$ cat src/rtl/booth_mult_host_if.sv
// Bundles the user operand/result handshake and the serial multiplier bus.
// master is the host's view; slave is the view of whatever sits around it.
interface booth_mult_host_if #(
  parameter int WIDTH = 4
);
  logic                 op_valid;
  logic                 op_ready;
  logic [WIDTH-1:0]     op_a;
  logic [WIDTH-1:0]     op_b;
  logic                 res_valid;
  logic                 res_ready;
  logic [2*WIDTH-1:0]   res_product;
  logic                 res_error;
  logic                 m_start;
  logic [WIDTH-1:0]     m_data;
  logic [WIDTH-1:0]     m_result;
  logic                 m_done;

  modport master (
    input  op_valid, op_a, op_b, res_ready, m_result, m_done,
    output op_ready, res_valid, res_product, res_error, m_start, m_data
  );

  modport slave (
    output op_valid, op_a, op_b, res_ready, m_result, m_done,
    input  op_ready, res_valid, res_product, res_error, m_start, m_data
  );
endinterface

$ cat src/rtl/booth_mult_host.sv
// Host for the nibble-serial Booth multiplier: sends start/A/B, waits for done,
// reassembles the two result beats and returns the product, with a watchdog.
module booth_mult_host #(
  parameter int WIDTH   = 4,
  parameter int TIMEOUT = 32
) (
  input  logic              clk,
  input  logic              rst,
  booth_mult_host_if.master bus
);

  localparam int WD_W = (TIMEOUT > 2) ? $clog2(TIMEOUT) : 1;
  localparam logic [WD_W-1:0] WD_LAST = WD_W'(TIMEOUT - 1);

  typedef enum logic [2:0] {
    S_IDLE,
    S_START,
    S_SEND_A,
    S_SEND_B,
    S_WAIT,
    S_CAP_HI,
    S_RESP
  } state_t;

  state_t               state_q, state_d;
  logic [WIDTH-1:0]     a_q, a_d;
  logic [WIDTH-1:0]     b_q, b_d;
  logic [WD_W-1:0]      wdog_q, wdog_d;
  logic [2*WIDTH-1:0]   prod_q, prod_d;
  logic                 err_q, err_d;
  logic                 op_ready_q, op_ready_d;
  logic                 res_valid_q, res_valid_d;
  logic                 m_start_q, m_start_d;
  logic [WIDTH-1:0]     m_data_q, m_data_d;

  always_ff @(posedge clk or negedge rst) begin
    if (!rst) begin
      state_q     <= S_IDLE;
      a_q         <= '0;
      b_q         <= '0;
      wdog_q      <= '0;
      prod_q      <= '0;
      err_q       <= 1'b0;
      op_ready_q  <= 1'b1;
      res_valid_q <= 1'b0;
      m_start_q   <= 1'b0;
      m_data_q    <= '0;
    end else begin
      state_q     <= state_d;
      a_q         <= a_d;
      b_q         <= b_d;
      wdog_q      <= wdog_d;
      prod_q      <= prod_d;
      err_q       <= err_d;
      op_ready_q  <= op_ready_d;
      res_valid_q <= res_valid_d;
      m_start_q   <= m_start_d;
      m_data_q    <= m_data_d;
    end
  end

  always_comb begin
    state_d = state_q;
    a_d     = a_q;
    b_d     = b_q;
    wdog_d  = wdog_q;
    prod_d  = prod_q;
    err_d   = err_q;

    case (state_q)
      S_IDLE: begin
        if (bus.op_valid && op_ready_q) begin
          a_d     = bus.op_a;
          b_d     = bus.op_b;
          state_d = S_START;
        end
      end
      S_START:  state_d = S_SEND_A;
      S_SEND_A: state_d = S_SEND_B;
      S_SEND_B: begin
        wdog_d  = '0;
        state_d = S_WAIT;
      end
      S_WAIT: begin
        // done takes priority over a watchdog expiring in the same cycle
        if (bus.m_done) begin
          prod_d[WIDTH-1:0] = bus.m_result;
          state_d           = S_CAP_HI;
        end else if (wdog_q == WD_LAST) begin
          err_d   = 1'b1;
          prod_d  = '0;
          state_d = S_RESP;
        end else begin
          wdog_d = wdog_q + 1'b1;
        end
      end
      S_CAP_HI: begin
        prod_d[2*WIDTH-1:WIDTH] = bus.m_result;
        state_d                 = S_RESP;
      end
      S_RESP: begin
        if (bus.res_ready) begin
          err_d   = 1'b0;
          prod_d  = '0;
          state_d = S_IDLE;
        end
      end
      default: state_d = S_IDLE;
    endcase

    // Outputs are registered from the next state so they align with it.
    op_ready_d  = (state_d == S_IDLE);
    res_valid_d = (state_d == S_RESP);
    m_start_d   = (state_d == S_START);
    m_data_d    = '0;
    if (state_d == S_SEND_A) begin
      m_data_d = a_d;
    end else if (state_d == S_SEND_B) begin
      m_data_d = b_d;
    end
  end

  assign bus.op_ready    = op_ready_q;
  assign bus.res_valid   = res_valid_q;
  assign bus.res_product = prod_q;
  assign bus.res_error   = err_q;
  assign bus.m_start     = m_start_q;
  assign bus.m_data      = m_data_q;

endmodule

$ cat src/flat_wrapper.sv
// flat-port wrapper written by rule: the top's interface ports become plain ports
module booth_mult_host_flat 
#(
  parameter int WIDTH   = 4,
  parameter int TIMEOUT = 32
)
  (clk, rst, bus_op_valid, bus_op_a, bus_op_b, bus_res_ready, bus_m_result, bus_m_done, bus_op_ready, bus_res_valid, bus_res_product, bus_res_error, bus_m_start, bus_m_data);
  booth_mult_host_if #(.WIDTH(WIDTH)) bus_i ();
  input  logic clk;
  input  logic rst;
  input wire logic [$bits(bus_i.op_valid)-1:0] bus_op_valid;
  input wire logic [$bits(bus_i.op_a)-1:0] bus_op_a;
  input wire logic [$bits(bus_i.op_b)-1:0] bus_op_b;
  input wire logic [$bits(bus_i.res_ready)-1:0] bus_res_ready;
  input wire logic [$bits(bus_i.m_result)-1:0] bus_m_result;
  input wire logic [$bits(bus_i.m_done)-1:0] bus_m_done;
  output wire logic [$bits(bus_i.op_ready)-1:0] bus_op_ready;
  output wire logic [$bits(bus_i.res_valid)-1:0] bus_res_valid;
  output wire logic [$bits(bus_i.res_product)-1:0] bus_res_product;
  output wire logic [$bits(bus_i.res_error)-1:0] bus_res_error;
  output wire logic [$bits(bus_i.m_start)-1:0] bus_m_start;
  output wire logic [$bits(bus_i.m_data)-1:0] bus_m_data;
  assign bus_i.op_valid = bus_op_valid;
  assign bus_i.op_a = bus_op_a;
  assign bus_i.op_b = bus_op_b;
  assign bus_i.res_ready = bus_res_ready;
  assign bus_i.m_result = bus_m_result;
  assign bus_i.m_done = bus_m_done;
  assign bus_op_ready = bus_i.op_ready;
  assign bus_res_valid = bus_i.res_valid;
  assign bus_res_product = bus_i.res_product;
  assign bus_res_error = bus_i.res_error;
  assign bus_m_start = bus_i.m_start;
  assign bus_m_data = bus_i.m_data;
  booth_mult_host #(.WIDTH(WIDTH), .TIMEOUT(TIMEOUT)) u_core (.clk(clk), .rst(rst), .bus(bus_i));
endmodule
$ cat config.mk
export PLATFORM = sky130hd
export DESIGN_NAME = booth_mult_host_flat
export DESIGN_NICKNAME = d
export VERILOG_FILES = /design/src/rtl/booth_mult_host_if.sv /design/src/rtl/booth_mult_host.sv /design/src/flat_wrapper.sv
export SDC_FILE = /design/constraint.sdc
export NUM_CORES = 1
export LEC_CHECK = 0
export BUFFER_PORTS_ARGS = -buffer_cell sky130_fd_sc_hd__buf_4
export CORE_ASPECT_RATIO = 1.2
export CORE_MARGIN = 1.5
export CORE_UTILIZATION = 52
export CTS_CLUSTER_SIZE = 24
export DETAILED_ROUTE_END_ITERATION = 8
export GPL_ROUTABILITY_DRIVEN = 1
export GPL_TIMING_DRIVEN = 0
export PLACE_DENSITY = 0.77
export SLEW_MARGIN = 20
export SYNTH_ARGS = -nofsm -noshare
export SYNTH_HDL_FRONTEND = slang
export SYNTH_SLANG_ARGS = --single-unit
$ cat constraint.sdc
create_clock -name clk -period 2.3 [get_ports clk]
set_input_delay 0.46 -clock clk [delete_from_list [all_inputs] [get_ports clk]]
set_output_delay 0.46 -clock clk [all_outputs]
set_load 0.005 [all_outputs]
; ---- Word-level counts from Yosys, hierarchy flattened
; Index checks and enable logic that the tools add are counted.
[classes]
add_sub_neg = 1
n_eq_ne = 16
n_mux = 24
div_mod_pow = 0
n_lt_le_gt_ge = 0
n_bitwise = 0
multipliers = 0
n_shift = 0
n_reduce_logical = 10
[ops]
columns = op, count
row1 = $mux W4, 8
row2 = $pmux W3 S7, 1
row3 = $mux W8, 2
row4 = $eq A3 B2 Y1 const B, 4
row5 = $eq A3 B3 Y1 const B, 4
row6 = $mux W3, 4
row7 = $pmux W4 S3, 1
row8 = $mux W5, 2
row9 = $pmux W5 S2, 1
row10 = $pmux W4 S2, 1
row11 = $reduce_and A4 Y1, 2
row12 = $eq A3 B1 Y1 const B, 2
row13 = $logic_not A3 Y1, 2
row14 = $ne A2 B2 Y1 const B, 3
row15 = $reduce_and A3 Y1, 2
row16 = $add A5 B1 Y5 const B, 1
row17 = $eq A5 B5 Y1 const B, 1
row18 = $reduce_bool A2 Y1, 2
row19 = $mux W1, 3
row20 = $ne A3 B2 Y1 const B, 1
row21 = $reduce_bool A3 Y1, 1
row22 = $ne A2 B1 Y1 const B, 1
row23 = $pmux W1 S2, 1
row24 = $logic_and A1 B1 Y1, 1
[totals]
n_memories = 0
wordCells = 62
reg_bits = 32
out_inout_bits = 16
romBits = 0
ramBits = 0
inputBits = 17
latch_bits = 0

; ---- Longest topological paths before layout
; Gate-level depths: netlist of run 1.
[depth]
word_depth = 7
mapped_depth = 6
ltp_nobuf = 6

; ---- Worst setup path before layout of run 1
; No wires, ideal clock.
[synth_timing]
path_type = reg2reg
start = register u_core.wdog_q[0]
end = register u_core.wdog_q[3]
path_buffers = 0
setup_ns = 0.139
period_less_slack_ns = 1.641
slack_ns = 0.659
stages_incl_launch_ff = 7
required_time_ns = 2.161
arrival_time_ns = 1.502
path_cell_list = dfrtp_1 -> ha_1 -> and3_1 -> ha_1 -> nor2_1 -> and2_1 -> a41oi_1
[synth_between]
elab_chain_cells = 4
elab_cells_between_ends = 7
classes_between = add/sub: 1 / eq/ne: 2 / mux: 3 / reduce/logical: 1
[synth_rtl]
columns = item, line
row1 = from (decl), booth_mult_host.sv:28  ; logic [WD_W-1:0] wdog_q, wdog_d;
row2 = from (signal assigned), booth_mult_host.sv:52  ; wdog_q <= wdog_d;
row3 = $add A5 B1 Y5, booth_mult_host.sv:94  ; wdog_d = wdog_q + 1'b1;
row4 = $mux W5, booth_mult_host.sv:89  ; end else if (wdog_q == WD_LAST) begin
row5 = $mux W5, booth_mult_host.sv:86  ; if (bus.m_done) begin
row6 = $pmux W5 S2, booth_mult_host.sv:70  ; case (state_q)
; Several ways; a longest one is shown, not always the timed one. The select of a mux whose other input is x is not followed.
; A chain may end at the register's enable or synchronous reset.

; ---- Worst setup path after layout of run 1
; Ends and elaborated chain as after synthesis.

==> summary.md, run 1 <==
| Metric | Value |
|---|---|
| Post-Place Worst Slack | 0.4491 ns |
| Layout area overhead | 24.22% |
| Total negative slack | 0 ns |
| Routability cong. | 0.7586 |
| Hold buffer count at cts | 0 |
| First-pass GRT wire length | 4857 um |
| VDD IR-drop max | 702.9 uV |
| Number of DRC markers in iteration 0 | 13 |
| Min cycle time layout | 1.852 ns |
| Number of synthesis warnings | 0 |
| Detailed placer's ending HPWL | 2107 um |
| Synth top area share | 53.63% |
| IO Pins | 33 |
| Hold Slack | 0.04358 ns |
| Required @ worst endpoint | 2.50 ns |
| FF/Latch Area | 802.0 um^2 |
| WL per Instance | 15.04 um |
| Vias per cell | 5.618 |
| Antenna Violating Nets Remaining | 0 |
| Status | complete, no violations |
| Worst path arrival time | 2.05 ns |
| Setup Skew | 0.009740 ns |
| CP Max Fanout | 6 |
| Antenna fix cells | 0 |
| Clock transition at the registers of the reported paths | 0.10 ns |
| Critical path class | flip-flop to flip-flop |
| Top achievable clock speed | 0.5401 GHz |
| Pin count of the biggest net entering global routing | 33 |
| Number of flops mapped to enable cells by yosys | 0 |
| Top cells by count, synth | dfrtp_1, nand2_1, mux2_4, nor2b_1, o21ai_0 |
| Synth async-reset ratio | 100.0% |
| Nets | 176 |
| Worst Setup End Kind | flip-flop |
| Vias in the first global route | 1090 |
| Syn avg cell area | 12.26 um^2 |
| Synth Instances | 118 |
| Syn_nets | 137 |
| Pleak | 0.8754 nW |
| Pwr dens | 1225 nW/um^2 |
| Area of the core | 2577 um^2 |
| Hold Path Class | primary input to async pin |
| Part of the cycle the worst path needs | 80.50% |
| Leading area contributor after synthesis | dfrtp_1 |
| Predominant post-synthesis flop cell | dfrtp_1 |
| Total Routing Usage GR | 21.81% |
| First drt pass iteration count | 4 |
| CTS Buf Count | 5 |
| Flops & latches, synth | 32 |
| RR Endpoint | u_core.wdog_q[3] |
| # resized after CTS | 0 |
| Netlist cell types | 37 |
| Initial core utilization | 56.12% |
| Die width | 51.15 um |
| Die span in y | 60.78 um |
| Slew HR | 71.94% |
| Synthesized cell area | 1446 um^2 |
| Setup crit start kind | flip-flop |
| RSZ-0062 raised after global routing | false |
| Die area | 3108 um^2 |
| Top-count cell post-synth | dfrtp_1 |
| Clock sink count | 32 |
| Total grt overflow | 0 |
| Maximum root-to-sink buffer count | 2 |
| FF-to-FF Start | u_core.wdog_q[0] |
| Share of cells above drive strength 1 | 36.08% |
| Routed wire length | 2873 um |
| # fillers | 203 |
| Worst-margin pin slew | 0.4201 ns |
| Max cap viols | 0 |
| Final worst slack | 0.4485 ns |
| Fin. Hold Viols | 0 |
| IO buf count | 32 |
| FF-to-FF setup slack | 0.45 ns |
| Synth top area cells | dfrtp_1, mux2_4, nor2b_1, a32o_1, a22o_1 |
| Max Transition Viols Final | 0 |
| Area of the multi-input gates | 605.6 um^2 |
| Final setup violation count | 0 |
| Clk_lat worst skew | 0.33 ns |
| Clk Tree Root Cell | clkbuf_4 |
| H-tree Lvls | 2 |
| Via count | 1073 |
| DRC | 0 |
| Setup Buffers After CTS | 0 |
| CTS tree | built |
| Post-synthesis sequential area ratio | 55.45% |
| Initial antenna violation count | 0 |
| Reg2Reg Depth | 6 |
| Row cnt | 20 |
-- report_power, final --
| group | leakage [nW] | internal, W | switching (W) |
|---|---|---|---|
| clock | 0.0386 | 0.000180 | 0.000184 |
| combinational | 0.430 | 0.000488 | 0.000388 |
| sequential | 0.407 | 0.000807 | 0.000153 |
-- per-stage QoR --
stage          power [W]  utilization, %  std cells  area, um^2
2_1_floorplan   0.001515               -        118        1446
3_3_place_gp    0.001814           67.04        183        1728
3_5_place_dp    0.001859           67.04        183        1728
4_1_cts         0.002226           69.71        191        1797
5_1_grt         0.002373           69.71        191        1797
6_report        0.002201           69.71        191        1797
-- cell type report --
cell class              count  share of cell area [%]
plain buffers               6                   1.950
clock buffers               8                   3.830
inverters                   1                  0.2089
multi-input cells          79                   33.70
flip-flops and latches     32                   44.64
well taps                  33                   2.298
repair buffers             32                   13.37
-- critical path, stage by stage, from the launching register on --
cell and delay (ns):
dfrtp_1 0.43, ha_1 0.24, and3_1 0.18, ha_1 0.21
nor2_1 0.29, and2_1 0.24, a41oi_1 0.13
-- routing by layer --
layer	global-route usage [%]	part of all wire, %
met1	24.80	42
met2	38.22	53
met3	7.389	3.9
met4	8.108	1.0
met5	0	0
-- logic make-up (layout without fill, tap and decap cells) --
logic type                 count (synthesis)  after routing  share of synthesized area (%)
and+or+nand+nor                           37             37                          15.05
DFF                                       32             32                          55.45
AOI/OAI and AO/OA                         30             30                          15.66
muxes                                     10             10                          9.429
buffers and inverters                      7             47                          2.681
adders and majority gates                  2              2                          1.730
-- how the worst max path moves through the flow --
stage | endpoint | slack, ns | start | cells past startpoint
floorplan | u_core.wdog_q[3] | 0.66 | u_core.wdog_q[0] | 6
global placement | u_core.wdog_q[3] | 0.49 | u_core.wdog_q[0] | 6
detailed placement | u_core.bus.res_product[6] | 0.45 | u_core.wdog_q[0] | 6
CTS | u_core.bus.res_product[6] | 0.43 | u_core.wdog_q[0] | 6
global route | u_core.bus.res_product[6] | 0.24 | u_core.wdog_q[0] | 6
finish | u_core.wdog_q[3] | 0.45 | u_core.wdog_q[0] | 6
-- state kept, by name, summed over array words and instances, names as in the netlist --
register,flops
u_core.wdog_q,5
u_core.state_q,3
u_core.bus.op_ready,1
u_core.bus.res_valid,1
u_core.a_q,4
u_core.b_q,4
u_core.bus.m_start,1
u_core.bus.res_error,1
u_core.bus.m_data,4
u_core.bus.res_product,8
-- layout by cell type, fill, tap and decap left out, types with 2 or more instances in the layout --
cell | Yosys | layout
nor2b_1 | 7 | 7
a22oi_1 | 4 | 4
ha_1 | 2 | 2
clkbuf_4 | 0 | 5
nor2_1 | 5 | 5
a32o_1 | 4 | 4
o21ai_0 | 6 | 6
mux2_4 | 7 | 7
a22o_1 | 4 | 4
clkbuf_1 | 1 | 2
dfrtp_1 | 31 | 31
buf_4 | 0 | 32
and2_1 | 3 | 3
clkbuf_8 | 0 | 2
a21oi_1 | 4 | 4
nand3_1 | 3 | 3
nand2b_1 | 2 | 2
mux2i_1 | 2 | 2
nand2_1 | 9 | 9
buf_2 | 4 | 4
Power figures use the tool's default switching activity.
==> run 2: changes to the inputs <==
--- a/config.mk
+++ b/config.mk
@@ -8,12 +8,12 @@
 export BUFFER_PORTS_ARGS = -buffer_cell sky130_fd_sc_hd__buf_4
 export CORE_ASPECT_RATIO = 1.2
 export CORE_MARGIN = 1.5
-export CORE_UTILIZATION = 52
+export CORE_UTILIZATION = 47
 export CTS_CLUSTER_SIZE = 24
 export DETAILED_ROUTE_END_ITERATION = 8
 export GPL_ROUTABILITY_DRIVEN = 1
 export GPL_TIMING_DRIVEN = 0
-export PLACE_DENSITY = 0.77
+export PLACE_DENSITY = 0.74
 export SLEW_MARGIN = 20
 export SYNTH_ARGS = -nofsm -noshare
 export SYNTH_HDL_FRONTEND = slang
==> constraint.sdc (replaced) <==
create_clock -name clk -period 1.6 [get_ports clk]
set_input_delay 0.32 -clock clk [delete_from_list [all_inputs] [get_ports clk]]
set_output_delay 0.32 -clock clk [all_outputs]
set_load 0.005 [all_outputs]
==> summary.md, run 2 (synthesis gave the netlist of run 1 again) <==
| Metric | Value |
|---|---|
| Share of cells above drive strength 1 | 44.24% |
| WL per Instance | 15.12 um |
| Max cap viols | 0 |
| Max Transition Viols Final | 0 |
| Vias in the first global route | 1112 |
| Worst Hold End | u_core.b_q[2] |
| Most frequent cells in the layout | buf_4, dfrtp_1, nand2_1 |
| Finished Cell Area | 1943 um^2 |
| Worst Setup SP | u_core.wdog_q[1] |
| Required @ worst endpoint | 1.88 ns |
| Total grt overflow | 0 |
| Dpl cells | 184 |
| Routability cong. | 0.7745 |
| H-tree Lvls | 2 |
| CTS tree | built |
| # fillers | 223 |
| Initial core utilization | 50.50% |
| IO Pins | 33 |
| VDD IR-drop max | 1170 uV |
| Part of the cycle the worst path needs | 99.14% |
| Overall power | 0.003465 W |
| Routed wire length | 3009 um |
| RSZ-0062 raised after global routing | true |
| Pleak | 0.9296 nW |
| Reg2Reg Depth | 6 |
| CP Max Fanout | 4 |
| RR Endpoint | u_core.bus.res_product[2] |
| Die area | 3421 um^2 |
| Row cnt | 21 |
| Total Routing Usage GR | 21.32% |
| Clock sink count | 32 |
| HP Start | bus_op_b[2] |
| Pin count of the biggest net entering global routing | 33 |
| Area after DPL | 1734 um^2 |
| Clock transition at the registers of the reported paths | 0.10 ns |
| Hold Path Class | primary input to flip-flop |
| Max reg flops | 8 |
| Antenna fix cells | 0 |
| Clk Tree Root Cell | clkbuf_4 |
| Worst path arrival time | 1.86 ns |
| Delay of the slowest critical-path stage | 0.40 ns |
| Total negative slack | 0 ns |
| Setup crit start kind | flip-flop |
| Die width | 53.64 um |
| Layout area overhead | 34.34% |
| Fin. Hold Viols | 0 |
| Slowest cell on crit path | dfrtp_1 |
| CTS Buf Count | 5 |
| First drt pass iteration count | 4 |
| Worst-margin pin slew | 0.4483 ns |
| Setup Skew | 0.007245 ns |
| Worst Setup End Kind | flip-flop |
| Via count | 1087 |
| Vias per cell | 5.462 |
| Number of DRC markers in iteration 0 | 16 |
| Worst-path cell chain | ha_2, and3_4, ha_4, or3_4, o211ai_4, a22o_1 |
| Slew HR | 70.05% |
| FF-to-FF Start | u_core.wdog_q[1] |
| Pwr dens | 1783 nW/um^2 |
| Maximum root-to-sink buffer count | 2 |
| Min cycle time layout | 1.586 ns |
| Clk_lat worst skew | 0.33 ns |
| First-pass GRT wire length | 5223 um |
| Nets | 183 |
| Antenna Violating Nets Remaining | 0 |
| Initial antenna violation count | 0 |
| Most common cell after layout, fill and taps aside | buf_4 |
| Hold depth | 2 |
| Area of the core | 2864 um^2 |
| IO buf count | 32 |
| DRC | 0 |
| Top achievable clock speed | 0.6304 GHz |
| Final setup violation count | 0 |
| Status | complete, no violations |
| Critical path class | flip-flop to flip-flop |
| Post-route insts no fill | 199 |
| Detailed placer's ending HPWL | 2078 um |
| Die span in y | 63.77 um |
| FF-to-FF setup slack | 0.01 ns |
run 2: worst max path at each step:
| stage | to | slack, ns | depth (start not counted) |
|---|---|---|---|
| detailed placement | u_core.bus.res_product[5] | -0.24 | 6 |
| global placement | u_core.bus.res_product[4] | -0.18 | 6 |
| CTS | u_core.bus.res_product[1] | 0.002 | 6 |
| global route | u_core.bus.res_product[3] | -0.04 | 6 |
| finish | u_core.bus.res_product[2] | 0.01 | 6 |
| floorplan | u_core.bus.res_product[4] | 0.004 | 6 |
run 2: area by class of cell:
type                       instances  area (um^2)  area share [%]
buffer                             6        35.03           1.803
inverter                           1        3.754          0.1932
clock inverter                     1        30.03           1.545
multi-input combinational         79        669.4           34.45
timing repair buffer              39        295.3           15.20
clock buffer                       7        65.06           3.348
sequential                        32        802.0           41.28
tap                               34        42.54           2.189
run 2: critical path: cells and delay by family, from the launching register on:
family,cells,cell delay (ns)
flops,1,0.40
simple gates,2,0.52
fa+ha+maj,2,0.36
compound gates,2,0.25
run 2: through the flow:
stage	hold slack [ns]	worst slack (ns)	util (%)
floorplan	0.02441	0.003925	-
global placement	0.2681	-0.1756	60.55
detailed placement	0.2773	-0.2413	60.55
CTS	0.2020	0.001658	66.36
global route	0.1934	-0.03650	67.85
finish	0.2142	0.01373	67.85
run 2: routing by layer:
layer / global-route usage [%] / up-vias / share of wire, %
li1: - / 522 / -
met1: 27.30 / 522 / 41
met4: 7.692 / 0 / 1.7
met2: 32.87 / 38 / 52
met3: 7.477 / 5 / 5.7
met5: 0 / - / 0
run 2: timing repair:
action | in CTS | in global routing
endpoints found under the setup margin | 13 | 13
hold endpoints to repair | 31 | 0
gates resized for setup | 6 | 6
hold buffers | 1 | 0
cloned | 0 | 0
setup buffers | 4 | 2
pin swaps | 3 | 3
run 2: power by group:
group	internal (W)	switching [W]	leakage, nW
sequential	0.00116	0.000219	0.407
clock	0.000415	0.000268	0.0515
combinational	0.000780	0.000623	0.471
